==> src/rtl/sum_drv_pkg.sv <==
// Shared types, default parameters and the reference sum helper for the
// adder-interface operand driver.
package sum_drv_pkg;

    localparam int DEF_WIDTH   = 8;
    localparam int DEF_DEPTH   = 4;
    localparam int DEF_LATENCY = 1;

    // Widest operand the reference sum helper supports.
    localparam int MAX_W = 32;

    typedef enum logic [1:0] {
        IDLE,
        WAIT,
        RESP
    } state_t;

    // Full-precision sum with carry; callers zero-extend their operands to
    // MAX_W bits and keep the low WIDTH+1 bits of the result.
    function automatic logic [MAX_W:0] exp_sum(input logic [MAX_W-1:0] a,
                                               input logic [MAX_W-1:0] b);
        return {1'b0, a} + {1'b0, b};
    endfunction

endpackage

==> src/rtl/sum_drv_fifo.sv <==
// Synchronous operand FIFO. The caller guarantees that it never pushes
// when full and never pops when empty.
module sum_drv_fifo #(
    parameter int DW    = 16,
    parameter int DEPTH = 4
) (
    input  logic                         clk,
    input  logic                         reset,
    input  logic                         push_i,
    input  logic                         pop_i,
    input  logic [DW-1:0]                wdata_i,
    output logic [DW-1:0]                rdata_o,
    output logic [$clog2(DEPTH+1)-1:0]   count_o
);

    localparam int PW = $clog2(DEPTH);
    localparam int CW = $clog2(DEPTH+1);

    logic [DW-1:0] mem_q [DEPTH];
    logic [PW-1:0] wr_ptr_q;
    logic [PW-1:0] rd_ptr_q;
    logic [CW-1:0] count_q;
    logic [CW-1:0] count_d;

    // Next occupancy from the push/pop pair.
    always_comb begin
        // NOTE: assign a default before the case so no path leaves count_d unassigned (which would infer a latch).
        count_d = count_q;
        case ({push_i, pop_i})
            2'b10:   count_d = count_q + CW'(1);
            2'b01:   count_d = count_q - CW'(1);
            default: count_d = count_q;
        endcase
    end

    // Pointers and occupancy; pointers wrap naturally since DEPTH is a power of 2.
    always_ff @(posedge clk) begin
        // NOTE: sequential state uses non-blocking assignments so every register sees pre-edge values.
        if (reset) begin
            wr_ptr_q <= '0;
            rd_ptr_q <= '0;
            count_q  <= '0;
        end else begin
            if (push_i) wr_ptr_q <= wr_ptr_q + PW'(1);
            if (pop_i)  rd_ptr_q <= rd_ptr_q + PW'(1);
            count_q <= count_d;
        end
    end

    // Storage write port.
    always_ff @(posedge clk) begin
        // NOTE: the storage array is deliberately not reset; empty slots are never read because count gates every pop.
        if (push_i) mem_q[wr_ptr_q] <= wdata_i;
    end

    assign rdata_o = mem_q[rd_ptr_q];
    assign count_o = count_q;

endmodule

==> src/rtl/sum_operand_driver.sv <==
// Initiator for a registered adder: buffers operand pairs, issues one pair
// at a time, waits the adder latency, captures the result and returns it
// with carry and a self-check flag on a valid/ready stream.
module sum_operand_driver
    import sum_drv_pkg::*;
#(
    parameter int WIDTH   = DEF_WIDTH,
    parameter int DEPTH   = DEF_DEPTH,
    parameter int LATENCY = DEF_LATENCY
) (
    input  logic                         clk,
    input  logic                         reset,
    input  logic                         s_valid,
    output logic                         s_ready,
    input  logic [WIDTH-1:0]             s_a,
    input  logic [WIDTH-1:0]             s_b,
    output logic [WIDTH-1:0]             sum_a,
    output logic [WIDTH-1:0]             sum_b,
    input  logic [WIDTH-1:0]             sum_c,
    output logic                         m_valid,
    input  logic                         m_ready,
    output logic [WIDTH-1:0]             m_a,
    output logic [WIDTH-1:0]             m_b,
    output logic [WIDTH-1:0]             m_c,
    output logic                         m_ovf,
    output logic                         m_err,
    output logic [$clog2(DEPTH+1)-1:0]   fifo_count
);

    localparam int CW    = $clog2(DEPTH+1);
    localparam int WCW   = $clog2(LATENCY+1);

    state_t           state_q;
    logic [WCW-1:0]   wcnt_q;
    logic [WIDTH-1:0] sum_a_q, sum_b_q;
    logic [WIDTH-1:0] m_a_q, m_b_q, m_c_q;
    logic             m_ovf_q, m_err_q, m_valid_q;

    logic             push, pop;
    logic [2*WIDTH-1:0] head;
    logic [WIDTH-1:0] head_a, head_b;
    logic [WIDTH:0]   ref_sum;

    // Space is judged from the registered count only, so a pop never frees
    // a slot in the same cycle.
    assign s_ready = (fifo_count < CW'(DEPTH));
    assign push    = s_valid && s_ready;
    assign pop     = (state_q == IDLE) && (fifo_count != '0);

    sum_drv_fifo #(
        .DW    (2*WIDTH),
        .DEPTH (DEPTH)
    ) u_fifo (
        .clk     (clk),
        .reset   (reset),
        .push_i  (push),
        .pop_i   (pop),
        .wdata_i ({s_a, s_b}),
        .rdata_o (head),
        .count_o (fifo_count)
    );

    assign head_a  = head[2*WIDTH-1:WIDTH];
    assign head_b  = head[WIDTH-1:0];
    assign ref_sum = (WIDTH+1)'(exp_sum(MAX_W'(m_a_q), MAX_W'(m_b_q)));

    // Issue / wait / respond sequencer with all outputs registered.
    always_ff @(posedge clk) begin
        if (reset) begin
            state_q   <= IDLE;
            wcnt_q    <= '0;
            sum_a_q   <= '0;
            sum_b_q   <= '0;
            m_a_q     <= '0;
            m_b_q     <= '0;
            m_c_q     <= '0;
            m_ovf_q   <= 1'b0;
            m_err_q   <= 1'b0;
            m_valid_q <= 1'b0;
        end else begin
            case (state_q)
                IDLE: begin
                    if (pop) begin
                        sum_a_q <= head_a;
                        sum_b_q <= head_b;
                        m_a_q   <= head_a;
                        m_b_q   <= head_b;
                        wcnt_q  <= '0;
                        state_q <= WAIT;
                    end
                end
                WAIT: begin
                    if (wcnt_q == WCW'(LATENCY)) begin
                        m_c_q     <= sum_c;
                        m_ovf_q   <= ref_sum[WIDTH];
                        m_err_q   <= (sum_c != ref_sum[WIDTH-1:0]);
                        m_valid_q <= 1'b1;
                        state_q   <= RESP;
                    end else begin
                        wcnt_q <= wcnt_q + WCW'(1);
                    end
                end
                RESP: begin
                    if (m_ready) begin
                        m_valid_q <= 1'b0;
                        state_q   <= IDLE;
                    end
                end
                default: state_q <= IDLE;
            endcase
        end
    end

    assign sum_a   = sum_a_q;
    assign sum_b   = sum_b_q;
    assign m_a     = m_a_q;
    assign m_b     = m_b_q;
    assign m_c     = m_c_q;
    assign m_ovf   = m_ovf_q;
    assign m_err   = m_err_q;
    assign m_valid = m_valid_q;

endmodule
==> config.mk <==
export PLATFORM = sky130hd
export DESIGN_NAME = sum_operand_driver
export DESIGN_NICKNAME = d
export VERILOG_FILES = /design/src/rtl/sum_drv_pkg.sv /design/src/rtl/sum_drv_fifo.sv /design/src/rtl/sum_operand_driver.sv
export SDC_FILE = /design/constraint.sdc
export NUM_CORES = 1
export LEC_CHECK = 0
export ABC_AREA = 1
export ABC_CLOCK_PERIOD_IN_PS = 6220
export BUFFER_PORTS_ARGS = -buffer_cell sky130_fd_sc_hd__buf_4
export CAP_MARGIN = 25
export CORE_MARGIN = 2
export CORE_UTILIZATION = 40
export CTS_BUF_LIST = sky130_fd_sc_hd__clkbuf_2 sky130_fd_sc_hd__clkbuf_4 sky130_fd_sc_hd__clkbuf_8
export CTS_CLUSTER_SIZE = 14
export DETAILED_ROUTE_END_ITERATION = 10
export PLACE_DENSITY = 0.65
export SLEW_MARGIN = 20
export SYNTH_ARGS = -nofsm -noshare
export SYNTH_HDL_FRONTEND = slang
export SYNTH_SLANG_ARGS = --single-unit
==> constraint.sdc <==
create_clock -name clk -period 6.22 [get_ports clk]
set_input_delay 0.933 -clock clk [delete_from_list [all_inputs] [get_ports clk]]
set_output_delay 0.933 -clock clk [all_outputs]
set_load 0.02 [all_outputs]
==> reports/metrics.csv, run 1 <==
stage,metric,value,unit
cts,clk_pin_slew_worst_paths,0.10,ns
hold_path,min_to,wcnt_q,
cts,cts_hold_buf,0,
synthesis,netlist_area,4390,µm²
synthesis,synth-seq-cells,101,
detailed_routing,routed_wl,9380,µm
detailed_routing,vias,3188,
timing,layout_setup_ws,3.92,ns
cts,cts.sinks,101,
timing,hold_ws,0.465,ns
synthesis,yosysUniqueCellTypes,26,
layout,fin_util,0.478,
setup_path,r2r-start,u_fifo.count_o[0],
place,gp_congestion,0.810,
detailed_routing,antenna_left,0,
layout,finalNetCount,542,
power,power_density,423,nW/µm²
detailed_routing,drtIter0Drc,172,
layout,fin_area,5160,µm²
layout,antenna_cells,0,
job,drv_cap,0,
cts,htreeDepth,3,
timing,timing.final.crit_share,0.370,
timing,finalCriticalPeriod,2.30,ns
power,switching_share,0.399,
detailed_routing,viasPerCell,4.95,
cts,cts.repair.resized,0,
detailed_routing,post_drt_wl_per_cell,14.6,µm
die,num_rows,38,
synthesis,yosysSeqAreaShare,0.607,
die,start_util,0.406,
cts,cts_setup_buffers,0,
cts,cts_max_path_buffers,2,
setup_path,worst-r2r-cell-count,9,
setup_path,cp_max_fo,18,
status,outcome,finished clean,
global_route,grt_pass1_wl,14800,µm
die,die_h,109,µm
timing,finalHoldViolCount,0,
die,die_w,109,µm
layout,drive_gt1_frac,0.202,
hold_path,hold_class,flop to flop,
power,clkPwrFrac,0.180,
setup_path,reg2reg_to,u_fifo.count_o[2],
timing,rsz0062_at_grt,no,
power,seqPwrFrac,0.429,
die,die_area,11800,µm²
timing,max_slew_margin,0.359,
global_route,track_usage,0.165,
setup_path,required,6.48,ns
global_route,antenna_found_initial,0,
place,dp_worst_setup_slack,3.77,ns
timing,fmax,435,MHz
synthesis,synth_fp_nets,484,
timing,setup_viol,0,
global_route,first_global_vias,3059,
timing,fin_skew,0.0126,ns
power,internal-power,1.31,mW
power,combPwrFrac,0.390,
cts,cts_buffers,9,
cts,cts_tree,done,
setup_path,crit_path_start_kind,flop,
place,io_buffer_count,74,
detailed_routing,firstDrtPassIters,4,
synthesis,synthTopCellsByArea,"edfxtp_1, dfxtp_1, nor2_1, o21ai_0, nand2_1",
die,core-area,10800,µm²
synthesis,yosys_warnings,0,
cts,clock_latency,0.37,ns
layout,syn2layout_area_growth,17.7,%
timing,maxSlewViolCount,0,
hold_path,min-delay-start,wcnt_q,
setup_path,arrival,2.56,ns
synthesis,yosys.area.top_type,edfxtp_1,
global_route,grt_overflow,0,
hold_path,holdPathStages,2,
timing,tns,0,ns
place,placed_area,4970,µm²
detailed_routing,drcViolationCount,0,
die,ios,75,
synthesis,synth_cells,441,
place,hpwl,6370,µm
setup_path,timing.reg2reg.setup_slack,3.92,ns
power,p_leak,2.13,nW
setup_path,crit_path_end_kind,flop,
synthesis,synth.avg_cell_area,9.95,µm²
synthesis,yosysTopAreaCellShare,0.438,
setup_path,crit_type,flop to flop,
global_route,grt_start_max_net_pins,35,
cts,clockRootBuffer,clkbuf_8,
power,switchingPower,871,µW
timing,worst_pin_slew,0.961,ns
power,ir_drop,147,µV
setup_path,crit_path_start,u_fifo.count_o[0],
==> Yosys cell counts, drive strengths merged <==
cell type / instances
a21oi: 16
a31oi: 16
buf: 25
clkbuf: 8
dfxtp: 37
edfxtp: 64
fa: 2
ha: 13
inv: 33
nand2: 47
nand3: 10
nand3b: 6
nor2: 90
nor3: 3
o21a: 1
o21ai: 65
or2: 1
xnor2: 1
xor2: 3
==> power groups by stage <==
stage          combinational (mW)  clock, mW  sequential (mW)
2_1_floorplan               0.569          0            0.973
3_3_place_gp                0.830          0            0.950
3_5_place_dp                0.857          0            0.956
4_1_cts                     0.860      0.403            0.940
5_1_grt                     0.951      0.428            0.953
6_report                    0.852      0.394            0.937
==> cell usage in the layout, fill, tap and decap left out, types with 2 or more instances in the layout <==
cell type / netlist / layout
a21oi_1: 16 / 16
a31oi_1: 16 / 16
buf_4: 16 / 79
clkbuf_8: 0 / 9
clkinv_4: 0 / 2
dfxtp_1: 37 / 37
edfxtp_1: 64 / 64
fa_1: 2 / 2
ha_1: 13 / 13
inv_1: 32 / 32
inv_6: 0 / 2
inv_8: 0 / 2
nand2_1: 46 / 46
nand3_1: 10 / 10
nand3b_1: 6 / 6
nor2_1: 88 / 88
nor3_1: 2 / 2
o21ai_0: 62 / 62
o21ai_1: 3 / 3
xor2_1: 3 / 3
==> cells by family (layout without fill, tap and decap cells) <==
group                    count (synthesis)  in the layout  share of synthesized area
XOR/XNOR                                 4              4                    0.00799
flip-flops                             101            101                      0.607
adder cells (fa/ha/maj)                 15             15                     0.0462
AND/OR/NAND/NOR                        157            157                      0.149
AO/OA/AOI/OAI                           98             98                      0.117
buffers and inverters                   66            129                     0.0727
==> state kept, by name (all words and copies together), names as in the netlist <==
register and count:
m_b 8, m_valid 1, state_q 2, u_fifo.count_o 3, u_fifo.mem_q 64, wcnt_q 1
u_fifo.wr_ptr_q 2, u_fifo.rd_ptr_q 2, m_c 8, m_a 8, m_ovf 1, m_err 1
==> critical path, stage by stage (launching register included) <==
cell	delay (ns)
dfxtp_1	0.40
nor3_1	0.10
nor3_4	0.54
ha_1	0.26
inv_1	0.07
fa_1	0.37
a21oi_1	0.14
o21ai_0	0.11
o21ai_0	0.15
a21oi_1	0.05
==> stage by stage <==
stage,power [mW],instances
global placement,1.78,627
finish,2.18,644
detailed placement,1.81,628
floorplan,1.54,441
global route,2.33,644
CTS,2.20,644
==> area by class of cell <==
cell class,instances,area [µm²]
flip-flops and latches,101,2660
repair buffers,80,608
fillers,1006,5630
inverters,33,124
clock inverters,7,65.1
clock buffers,9,124
multi-input cells,274,1410
well taps,140,175
==> routing by layer <==
layer | share of wire | track usage | up-vias
met3 | 0.040 | 0.0275 | 19
met4 | 0.021 | 0.0751 | 0
met1 | 0.44 | 0.204 | 1489
li1 | - | - | 1600
met2 | 0.50 | 0.283 | 80
met5 | 0 | 0 | -
==> worst max path at each step <==
stage,to,slack (ns),cells past startpoint
after floorplan,u_fifo.count_o[2],3.98,10
after global placement,u_fifo.count_o[2],3.54,9
after detailed placement,u_fifo.count_o[2],3.77,9
after CTS,u_fifo.count_o[2],3.89,9
after global routing,u_fifo.count_o[2],3.69,9
final,u_fifo.count_o[2],3.92,9
No activity file was read; power rests on OpenSTA's default activity.
==> run 2: changes to the inputs <==
- ABC_AREA: 1 -> 0
- ABC_CLOCK_PERIOD_IN_PS: 6220 -> 1900
- PLACE_DENSITY: 0.65 -> 0.68
- clock period: 6.22 -> 1.9 ns (I/O delays scaled with it)
==> run 2 against run 1 <==
  * Critical endpoint is now m_ovf
  * Non-clock buffer count rose by 19
  * Design area is 1.7% higher
  * Core utilization is 3.0 points higher
  * The run now ends with negative setup slack left
  * Hold slack got worse by 0.34 ns
  * Sequential power rose to 3.2 times the previous value
  * First-iteration DRC count is 35% lower
==> reports/metrics.csv, run 2 <==
stage,metric,value,unit,change
status,outcome,finished with violations,,was finished clean
status,violations,negative setup slack,,
timing,layout_setup_ws,-0.0701,ns,was 3.92 ns
timing,finalCriticalPeriod,1.97,ns,was 2.30 ns
global_route,grt_pass1_wl,12800,µm,was 14800 µm
layout,syn2layout_area_growth,23.7,%,was 17.7%
synthesis,synth-seq-cells,101,,unchanged
setup_path,r2r-start,m_b[0],,was u_fifo.count_o[0]
detailed_routing,firstDrtPassIters,4,,unchanged
layout,fin_area,5250,µm²,was 5160 µm²
setup_path,path_cells,"ha_4, fa_2, a211oi_4, o21bai_1, a21o_1, a21o_1, a211oi_2, nor3_1",,"was nor3_1, nor3_4, ha_1, inv_1, fa_1, a21oi_1, o21ai_0, o21ai_0, a21oi_1"
place,dp_worst_setup_slack,-0.118,ns,was 3.77 ns
setup_path,path_common_cell,a21o_1,,
die,die_area,11500,µm²,was 11800 µm²
synthesis,netlist_area,4250,µm²,was 4390 µm²
synthesis,yosysSeqAreaShare,0.627,,was 0.607
timing,fin_skew,0.00701,ns,was 0.0126 ns
timing,fmax,508,MHz,was 435 MHz
setup_path,arrival,2.20,ns,was 2.56 ns
place,dp.cells,523,,was 628
synthesis,yosys.area.top_type,edfxtp_1,,unchanged
synthesis,synth_cells,320,,was 441
cts,htreeDepth,3,,unchanged
die,die_h,107,µm,was 109 µm
layout,final_common_cell,buf_4,,was nor2_1
detailed_routing,antenna_left,0,,unchanged
setup_path,required,2.13,ns,was 6.48 ns
cts,cts_buffers,9,,unchanged
power,power_density,1460,nW/µm²,was 423 nW/µm²
detailed_routing,vias,2606,,was 3188
global_route,grt_start_max_net_pins,38,,was 35
setup_path,crit_type,flop to flop,,unchanged
hold_path,hold_class,input pin to flop,,was flop to flop
timing,maxSlewViolCount,0,,unchanged
global_route,first_global_vias,2512,,was 3059
cts,cts_max_path_buffers,2,,unchanged
synthesis,synthFlopType,edfxtp_1,,unchanged
power,p_leak,2.00,nW,was 2.13 nW
synthesis,yosysUniqueCellTypes,36,,was 26
layout,finalNetCount,444,,was 542
setup_path,cp_slowest_cell,fa_2,,was nor3_4
die,ios,75,,unchanged
synthesis,synth_most_common_cell,edfxtp_1,,was nor2_1
timing,setup_viol,2,,was 0
timing,rsz0062_at_grt,yes,,was no
synthesis,yosys_warnings,0,,unchanged
detailed_routing,drtIter0Drc,111,,was 172
global_route,antenna_found_initial,0,,unchanged
power,finalPower,7.65,mW,was 2.18 mW
die,start_util,0.411,,was 0.406
layout,layout.cells.most_common_list,"buf_4, edfxtp_1, nand2_1",,"was nor2_1, buf_4, edfxtp_1"
cts,clockRootBuffer,clkbuf_8,,unchanged
layout,largest_reg_flops,64,,unchanged
job,drv_cap,0,,unchanged
hold_path,min-delay-start,s_b[3],,was wcnt_q
place,io_buffer_count,74,,unchanged
global_route,grt_overflow,0,,unchanged
timing,tns,-0.121,ns,was 0 ns
setup_path,crit_path_start_kind,flop,,unchanged
place,hpwl,5550,µm,was 6370 µm
synthesis,yosysTopAreaCellShare,0.452,,was 0.438
synthesis,synthTopCellsByCount,"edfxtp_1, nand2_1, dfxtp_1",,"was nor2_1, edfxtp_1, o21ai_0"
timing,timing.final.crit_share,1.04,,was 0.370
cts,clk_pin_slew_worst_paths,0.09,ns,was 0.10 ns
timing,finalHoldViolCount,0,,unchanged
global_route,track_usage,0.147,,was 0.165
die,num_rows,37,,was 38
cts,cts.sinks,101,,unchanged
synthesis,synth_fp_nets,363,,was 484
setup_path,crit_path_end_kind,flop,,unchanged
detailed_routing,viasPerCell,4.82,,was 4.95
synthesis,synth.avg_cell_area,13.3,µm²,was 9.95 µm²
timing,hold_ws,0.124,ns,was 0.465 ns
setup_path,crit_path_start,m_b[0],,was u_fifo.count_o[0]
power,ir_drop,543,µV,was 147 µV
timing,worst_pin_slew,0.386,ns,was 0.961 ns
layout,fin_util,0.509,,was 0.478
detailed_routing,drcViolationCount,0,,unchanged
die,die_w,107,µm,was 109 µm
synthesis,async_flop_share,0,,unchanged
detailed_routing,post_drt_wl_per_cell,14.8,µm,was 14.6 µm
die,core-area,10300,µm²,was 10800 µm²
place,gp_congestion,0.741,,was 0.810
cts,clock_latency,0.36,ns,was 0.37 ns
layout,regMostFlops,u_fifo.mem_q,,unchanged
cts,cts_tree,done,,unchanged
setup_path,cp_max_fo,2,,was 18
detailed_routing,routed_wl,8000,µm,was 9380 µm
place,placed_area,5020,µm²,was 4970 µm²
layout,instances_no_fill,541,,was 644
layout,antenna_cells,0,,unchanged
synthesis,synthTopCellsByArea,"edfxtp_1, dfxtp_1, mux4_2, nand2_1, ha_1",,"was edfxtp_1, dfxtp_1, nor2_1, o21ai_0, nand2_1"
synthesis,synth-edff-count,64,,unchanged
timing,max_slew_margin,0.743,,was 0.359
setup_path,slowest_delay,0.39,ns,was 0.54 ns
layout,drive_gt1_frac,0.363,,was 0.202
## run 2: changes by cell type in the layout (fill, tap and decap cells not counted), moves of 6 or more
cell,before,now
nand2_1,46,53
nand3_1,10,1
o21ai_0,62,3
xnor2_1,1,12
mux4_2,0,16
a21oi_1,16,31
nand3b_1,6,0
a31oi_1,16,0
nor2_1,88,13
inv_1,32,6
buf_4,79,98
## run 2: area by class of cell
type / count / area, µm²
clock buffers: 10 / 131
clock inverters: 5 / 60.1
fillers: 912 / 5070
inverters: 8 / 37.5
multi-input cells: 182 / 1420
flip-flops and latches: 101 / 2680
well taps: 136 / 170
repair buffers: 99 / 756
## run 2: worst paths after layout
kind              slack [ns]                 end  depth (start not counted)
setup reg to reg       -0.07               m_ovf                          8
hold reg to reg         0.46              m_c[5]                          2
hold / removal          0.12  u_fifo.mem_q[1][3]                          1
setup / recovery       -0.07               m_ovf                          8
## run 2: logic make-up (layout without fill, tap and decap cells)
| group | Yosys count | after routing | synth area share |
|---|---|---|---|
| xor+xnor | 19 | 19 | 0.0392 |
| simple gates | 88 | 88 | 0.0901 |
| flops | 101 | 101 | 0.627 |
| fa+ha+maj | 15 | 15 | 0.0477 |
| compound gates | 44 | 44 | 0.0589 |
| buf+inv | 37 | 122 | 0.0524 |
| mux | 16 | 16 | 0.0848 |
## run 2: power breakdown
group          switching, mW  total (mW)  internal (mW)
Combinational           1.77        3.31           1.54
Sequential             0.246        3.00           2.75
Clock                  0.706        1.33          0.625
Total                   2.73        7.65           4.92
## run 2: worst max-delay path: cells and delay by family (launching register included)
kind	cells	cell delay [ns]
AOI/OAI and AO/OA	5	0.86
adders and majority gates	2	0.55
DFF	1	0.36
and+or+nand+nor	1	0.07
## run 2: what timing repair did
action,CTS,global route
hold buffers,0,0
setup buffers,1,2
setup endpoints to repair,2,4
pin swaps,2,0
resized for setup,1,3
## run 2: layer usage
metal,track usage,routed length (µm)
met1,0.190,3600
met2,0.241,3960
met3,0.0413,380
met4,0.0427,65
met5,0,0
